**config.mk**
```make
export PLATFORM = sky130hd
export DESIGN_NAME = tnn_frame_sequencer
export DESIGN_NICKNAME = d
export VERILOG_FILES = /design/src/rtl/tnn_seq_pkg.sv /design/src/rtl/tnn_seq_credit.sv /design/src/rtl/tnn_frame_sequencer.sv
export SDC_FILE = /design/constraint.sdc
export NUM_CORES = 1
export LEC_CHECK = 0
export BUFFER_PORTS_ARGS = -buffer_cell sky130_fd_sc_hd__buf_4
export CAP_MARGIN = 20
export CORE_ASPECT_RATIO = 0.6
export CORE_MARGIN = 2
export CORE_UTILIZATION = 43
export CTS_CLUSTER_DIAMETER = 60
export DETAILED_ROUTE_END_ITERATION = 16
export PLACE_DENSITY = 0.75
export SYNTH_ARGS = -nofsm -noshare
export SYNTH_HDL_FRONTEND = slang
export SYNTH_SLANG_ARGS = --single-unit
export TNS_END_PERCENT = 5
```
**constraint.sdc**
```tcl
create_clock -name clk_a1 -period 2.1 [get_ports clk_a1]
set_input_delay 0.63 -clock clk_a1 [delete_from_list [all_inputs] [get_ports clk_a1]]
set_output_delay 0.63 -clock clk_a1 [all_outputs]
set_load 0.05 [all_outputs]
```
**src/rtl/tnn_seq_pkg.sv**
```systemverilog
// Shared types and defaults for the TNN frame sequencer.
package tnn_seq_pkg;

    typedef enum logic [1:0] {
        IDLE   = 2'd0,
        STREAM = 2'd1,
        SETTLE = 2'd2
    } tnn_seq_state_e;

    // Cycles spent after an image so the input FIFO prog_empty flag can catch up.
    localparam int SETTLE_CYC = 2;

    localparam int DEF_PIX_PER_IMG  = 1024;
    localparam int DEF_RES_PER_IMG  = 16;
    localparam int DEF_MAX_INFLIGHT = 2;

    // Counter width for a modulo-n count; never less than one bit.
    function automatic int cnt_width(input int n);
        return (n > 1) ? $clog2(n) : 1;
    endfunction

endpackage

```
**src/rtl/tnn_seq_credit.sv**
```systemverilog
// Result-side credit tracking: counts result beats per image, keeps the
// in-flight image count and flags result beats that arrive with nothing
// in flight. frames_out and the overflow flag exist only when
// TNN_SEQ_STATS_EN is defined; otherwise they read as zero.
module tnn_seq_credit
    import tnn_seq_pkg::*;
#(
    parameter int RES_PER_IMG = DEF_RES_PER_IMG,
    parameter int CNT_W       = 32
) (
    input  logic             clk_a1,
    input  logic             rst_n_a1,
    input  logic             admit,
    input  logic             res_vld,
    output logic [2:0]       inflight,
    output logic [CNT_W-1:0] frames_out,
    output logic             err_ovf
);

    localparam int RC_W = cnt_width(RES_PER_IMG);

    logic [RC_W-1:0] res_cnt_r;
    logic [2:0]      inflight_r;
    logic [2:0]      inflight_nxt_s;
    logic            accept_s;
    logic            wrap_s;

    // A beat only counts when some image is actually in flight.
    assign accept_s = res_vld & (inflight_r != 3'd0);
    assign wrap_s   = accept_s & (res_cnt_r == RC_W'(RES_PER_IMG - 1));

    // Next in-flight count; admission and completion together cancel out.
    always_comb begin
        inflight_nxt_s = inflight_r;
        case ({admit, wrap_s})
            2'b10:   inflight_nxt_s = inflight_r + 3'd1;
            2'b01:   inflight_nxt_s = inflight_r - 3'd1;
            default: inflight_nxt_s = inflight_r;
        endcase
    end

    // Result beat counter and in-flight register.
    always_ff @(posedge clk_a1 or negedge rst_n_a1) begin
        if (!rst_n_a1) begin
            res_cnt_r  <= {RC_W{1'b0}};
            inflight_r <= 3'd0;
        end else begin
            inflight_r <= inflight_nxt_s;
            if (wrap_s) begin
                res_cnt_r <= {RC_W{1'b0}};
            end else if (accept_s) begin
                res_cnt_r <= res_cnt_r + RC_W'(1);
            end
        end
    end

    assign inflight = inflight_r;

`ifdef TNN_SEQ_STATS_EN
    logic [CNT_W-1:0] frames_out_r;
    logic             err_ovf_r;

    // Completed-image count and sticky overflow flag.
    always_ff @(posedge clk_a1 or negedge rst_n_a1) begin
        if (!rst_n_a1) begin
            frames_out_r <= {CNT_W{1'b0}};
            err_ovf_r    <= 1'b0;
        end else begin
            if (wrap_s) begin
                frames_out_r <= frames_out_r + CNT_W'(1);
            end
            if (res_vld && (inflight_r == 3'd0)) begin
                err_ovf_r <= 1'b1;
            end
        end
    end

    assign frames_out = frames_out_r;
    assign err_ovf    = err_ovf_r;
`else
    assign frames_out = {CNT_W{1'b0}};
    assign err_ovf    = 1'b0;
`endif

endmodule

```
**src/rtl/tnn_frame_sequencer.sv**
```systemverilog
// Frame-level sequencer between the input FIFO, the TNN and the output FIFO.
// Admits one whole image at a time, bounded by output space and an in-flight
// limit. Optional statistics (frames_in/frames_out/err) are built only when
// the macro TNN_SEQ_STATS_EN is defined.
module tnn_frame_sequencer
    import tnn_seq_pkg::*;
#(
    parameter int PIX_PER_IMG  = DEF_PIX_PER_IMG,
    parameter int RES_PER_IMG  = DEF_RES_PER_IMG,
    parameter int MAX_INFLIGHT = DEF_MAX_INFLIGHT,
    parameter int CNT_W        = 32
) (
    input  logic             clk_a1,
    input  logic             rst_n_a1,
    input  logic             enable,
    input  logic             img_buffered_n,
    input  logic             pix_vld,
    input  logic             out_space,
    input  logic             res_vld,
    output logic             pix_rd,
    output logic             tnn_in_vld,
    output logic             busy,
    output logic [2:0]       inflight,
    output logic [CNT_W-1:0] frames_in,
    output logic [CNT_W-1:0] frames_out,
    output logic [1:0]       err
);

    localparam int PC_W = cnt_width(PIX_PER_IMG);

    tnn_seq_state_e  state_r;
    logic [PC_W-1:0] pix_cnt_r;
    logic [1:0]      settle_cnt_r;
    logic            rd_q_r;
    logic            admit_s;
    logic            err_ovf_s;

    assign admit_s = (state_r == IDLE) & enable & ~img_buffered_n & out_space
                   & (inflight < 3'(MAX_INFLIGHT));

    // Admission FSM: stream exactly one image, then settle before re-admitting.
    always_ff @(posedge clk_a1 or negedge rst_n_a1) begin
        if (!rst_n_a1) begin
            state_r      <= IDLE;
            pix_cnt_r    <= {PC_W{1'b0}};
            settle_cnt_r <= 2'd0;
            pix_rd       <= 1'b0;
        end else begin
            case (state_r)
                IDLE: begin
                    if (admit_s) begin
                        state_r   <= STREAM;
                        pix_cnt_r <= PC_W'(PIX_PER_IMG - 1);
                        pix_rd    <= 1'b1;
                    end
                end
                STREAM: begin
                    if (pix_cnt_r == {PC_W{1'b0}}) begin
                        state_r      <= SETTLE;
                        pix_rd       <= 1'b0;
                        settle_cnt_r <= 2'(SETTLE_CYC - 1);
                    end else begin
                        pix_cnt_r <= pix_cnt_r - PC_W'(1);
                    end
                end
                SETTLE: begin
                    if (settle_cnt_r == 2'd0) begin
                        state_r <= IDLE;
                    end else begin
                        settle_cnt_r <= settle_cnt_r - 2'd1;
                    end
                end
                default: begin
                    state_r <= IDLE;
                    pix_rd  <= 1'b0;
                end
            endcase
        end
    end

    // Read strobe delayed to line up with the FIFO valid.
    always_ff @(posedge clk_a1 or negedge rst_n_a1) begin
        if (!rst_n_a1) begin
            rd_q_r <= 1'b0;
        end else begin
            rd_q_r <= pix_rd;
        end
    end

    assign tnn_in_vld = pix_vld & rd_q_r;
    assign busy       = (state_r != IDLE) | (inflight != 3'd0);

    tnn_seq_credit #(
        .RES_PER_IMG (RES_PER_IMG),
        .CNT_W       (CNT_W)
    ) u_credit (
        .clk_a1     (clk_a1),
        .rst_n_a1   (rst_n_a1),
        .admit      (admit_s),
        .res_vld    (res_vld),
        .inflight   (inflight),
        .frames_out (frames_out),
        .err_ovf    (err_ovf_s)
    );

`ifdef TNN_SEQ_STATS_EN
    logic [CNT_W-1:0] frames_in_r;
    logic             err_unf_r;

    // Admitted-image count and sticky pixel underflow flag.
    always_ff @(posedge clk_a1 or negedge rst_n_a1) begin
        if (!rst_n_a1) begin
            frames_in_r <= {CNT_W{1'b0}};
            err_unf_r   <= 1'b0;
        end else begin
            if (admit_s) begin
                frames_in_r <= frames_in_r + CNT_W'(1);
            end
            if (rd_q_r && !pix_vld) begin
                err_unf_r <= 1'b1;
            end
        end
    end

    assign frames_in = frames_in_r;
    assign err       = {err_ovf_s, err_unf_r};
`else
    assign frames_in = {CNT_W{1'b0}};
    assign err       = {err_ovf_s, 1'b0};
`endif

endmodule

```
==> implementation parameters <==
Parameter                              Value

Cells and area
  Final cell area excluding filler cells ... 1780 um2
  Layout cell share with drive strength beyond 1 ... 19.4%
  Final std cells w/o fill ... 258
  Antenna cell count ... 0
  End-of-flow core utilization ... 47.2%
  Post-synthesis to final-layout area growth ... 2.23%
  Final Net Count ... 225

Synth
  Synthesized instance count ... 188
  Flops & latches, synth ... 23
  Main area contributors after synthesis ... sky130_fd_sc_hd__dfrtp_1, sky130_fd_sc_hd__buf_4, sky130_fd_sc_hd__ha_1, sky130_fd_sc_hd__mux2i_1, sky130_fd_sc_hd__nand2_1
  Yosys cell types ... 40
  Avg Cell Area, Syn ... 9.24 um2
  Async set-reset flop share out of synthesis ... 100%
  Cell type contributing the most total cell area after synthesis ... sky130_fd_sc_hd__dfrtp_1
  Total number of yosys warnings ... 0
  Primary FF master, synth ... sky130_fd_sc_hd__dfrtp_1
  Sequential element share of the synthesized area ... 33.1%
  Post-synthesis cell area ... 1740 um2
  Number of enable flip-flop cells after synthesis ... 0
  Post-synth top area share ... 33.1%

Route
  Number of vias after detailed routing ... 1085
  Wire length per cell ... 9.87 um
  Final wirelength ... 2550 um
  Starting DRC count in detailed routing ... 73
  DR vias/cell ... 4.21
  Post-route antenna net violation count ... 0
  Count of unresolved DRC violations after routing ... 0
  Number of detailed-routing iterations run before antenna repair ... 4

STA
  Final-report max-slew violation count ... 0
  Fmax achieved ... 469 MHz
  Unrepaired setup endpoints after global routing ... true
  Summed negative setup slack over all endpoints ... -33.7 ps
  Count of endpoints failing hold in the final timing report ... 0
  Final worst-path setup slack ... -33.7 ps
  Setup clock skew after layout ... 5.01 ps
  Number of setup violations in the final report ... 1
  Final critical delay including setup and external delays ... 2130 ps
  Hold Worst Slack ... 237 ps
  Post-route fraction of the period consumed by the critical path ... 102%

Place
  Final HPWL DP ... 1990 um
  Placed cell areas ... 1680 um2
  Total of buffers placed on input and output ports ... 12
  Post-placement setup slack ... 4.89 ps
  Total instance count after detailed placement ... 250
  Routability congestion estimate ... 0.829

Power
  Pleak ... 0.846 nW
  Tot Pwr ... 1.50 mW
  IR drop worst, VDD ... 366 uV
  Total power per unit cell area ... 843 nW/um2

Floorplan
  Chip Width ... 86.0 um
  I/O pin count ... 79
  Total Die Area ... 4580 um2
  Number of rows created at floorplan ... 17
  Vert. Die Dim ... 53.2 um
  Core area ... 3760 um2
  Starting utilization of the core area ... 46.1%

Clock tree
  Root buffer cell ... sky130_fd_sc_hd__clkbuf_8
  Maximum level of the CTS H-tree ... 1
  Cts-stage hold buffer count ... 0
  Sinks on Clock Net ... 23
  Clock edge transition at the registers on the reported setup and hold paths ... 80 ps
  Clock insertion delay at the later pin of the skew report ... 270 ps
  Clock tree from TritonCTS ... built
  Number of buffers added by the clock tree synthesis step ... 3
  Maximum number of buffers from clock root to sink ... 2

Global routing
  All-Layer GR Usage ... 12.2%
  Largest net degree at the start of global routing ... 24
  Total congestion overflow ... 0
  Vias in the first global route ... 903
  First-pass GRT wire length ... 4160 um
  Antenna violations before repair ... 0

Critical path
  Endpoint class of the critical path ... output pin
  Crit path max fanout ... 2
  Worst path arrival time ... 1500 ps
  Critical path required time ... 1470 ps
  Type of origin of the critical path ... flip-flop
  Critical setup path kind ... flip-flop to output pin

Job
  Max-cap violations ... 0

Run status
  Outcome ... finished with violations
  Violated checks ... setup timing

Hold path
  Worst hold-check path type ... input pin to async pin
## placed cells by master, fill, tap and decap left out, types with 3 or more instances in the layout
cell                       netlist  routed
sky130_fd_sc_hd__a21oi_1         4       4
sky130_fd_sc_hd__nor2_1         11      10
sky130_fd_sc_hd__xor2_1          3       3
sky130_fd_sc_hd__o21ai_0         5       5
sky130_fd_sc_hd__a31oi_1         3       3
sky130_fd_sc_hd__buf_4          66      20
sky130_fd_sc_hd__conb_1          1      66
sky130_fd_sc_hd__nand2_1        12      12
sky130_fd_sc_hd__mux2i_1         5       5
sky130_fd_sc_hd__clkbuf_8        0       3
sky130_fd_sc_hd__dfrtp_1        23      21
sky130_fd_sc_hd__nand3_1         5       5
sky130_fd_sc_hd__ha_1            5       4
sky130_fd_sc_hd__inv_1           9       7
## per-layer routing
metal / wire length, um / track usage (%)
met2: 1060 / 17.3
met5: 0 / 0
met1: 1260 / 16.6
met4: 58 / 7.14
met3: 167 / 3.43
## cell usage after synthesis, types with 2 or more instances
library cell / count
sky130_fd_sc_hd__o31ai_1: 2
sky130_fd_sc_hd__mux2i_1: 5
sky130_fd_sc_hd__nand2_1: 12
sky130_fd_sc_hd__nor3_1: 2
sky130_fd_sc_hd__or3_1: 2
sky130_fd_sc_hd__ha_1: 5
sky130_fd_sc_hd__inv_1: 9
sky130_fd_sc_hd__nand4_1: 2
sky130_fd_sc_hd__buf_4: 66
sky130_fd_sc_hd__xor2_1: 3
sky130_fd_sc_hd__nand3_1: 5
sky130_fd_sc_hd__a21oi_1: 4
sky130_fd_sc_hd__dfrtp_1: 23
sky130_fd_sc_hd__o21ai_0: 5
sky130_fd_sc_hd__nand2b_1: 2
sky130_fd_sc_hd__nor4_1: 2
sky130_fd_sc_hd__a211oi_1: 2
sky130_fd_sc_hd__nand3b_1: 2
sky130_fd_sc_hd__nor2_1: 11
sky130_fd_sc_hd__a31oi_1: 3
sky130_fd_sc_hd__xnor2_1: 2
## worst max-delay path, stage by stage, from the launching register on
cell and delay [ps]:
sky130_fd_sc_hd__dfrtp_2 410, sky130_fd_sc_hd__or4_4 520, sky130_fd_sc_hd__nand2b_4 160, sky130_fd_sc_hd__buf_6 150
## flip-flops by register name, indices dropped and copies added (netlist names)
name,cells
pix_cnt_r,10
rd_q_r,1
u_credit.res_cnt_r,4
u_credit.inflight,3
settle_cnt_r,2
pix_rd,1
state_r,2
## report_power, final
group	switching, mW	total (mW)	leakage, nW	internal, mW
sequential	0.0749	0.597	0.271	0.522
combinational	0.473	0.622	0.552	0.149
clock	0.142	0.277	0.0228	0.136
total	0.689	1.50	0.846	0.807
## cells by family after synthesis
logic type / Yosys count / synth area share, %
buffers and inverters: 77 / 31.4
and+or+nand+nor: 50 / 15.8
DFF: 23 / 33.1
AOI/OAI and AO/OA: 21 / 9.22
adders and majority gates: 6 / 4.76
xor gates and xnor gates: 5 / 2.52
muxes: 5 / 2.88
other: 1 / 0.216
## timing repair
item / CTS / global route
pin swaps: 1 / 4
endpoints found under the setup margin: 1 / 3
setup buffers: 3 / 1
resized for setup: 2 / 2
## worst paths after layout
kind / start / end / slack [ps] / depth (start not counted)
setup / recovery: u_credit.inflight[1] / busy / -30 / 3
hold / removal: rst_n_a1 / state_r[1] / 240 / 1
setup reg to reg: u_credit.inflight[1] / u_credit.inflight[2] / 40 / 10
hold reg to reg: pix_rd / rd_q_r / 420 / 0
max in group asynchronous: rst_n_a1 / u_credit.inflight[1] / 1620 / 1
min in group clk_a1: pix_rd / rd_q_r / 420 / 0
## area by class of cell
type / instances / area, um2
inverter: 9 / 33.8
tap: 47 / 58.8
sequential: 23 / 578
clock buffer: 4 / 45.0
fill: 367 / 1990
timing repair buffer: 22 / 173
multi-input combinational: 153 / 887
No activity file was read; power rests on OpenSTA's default activity.
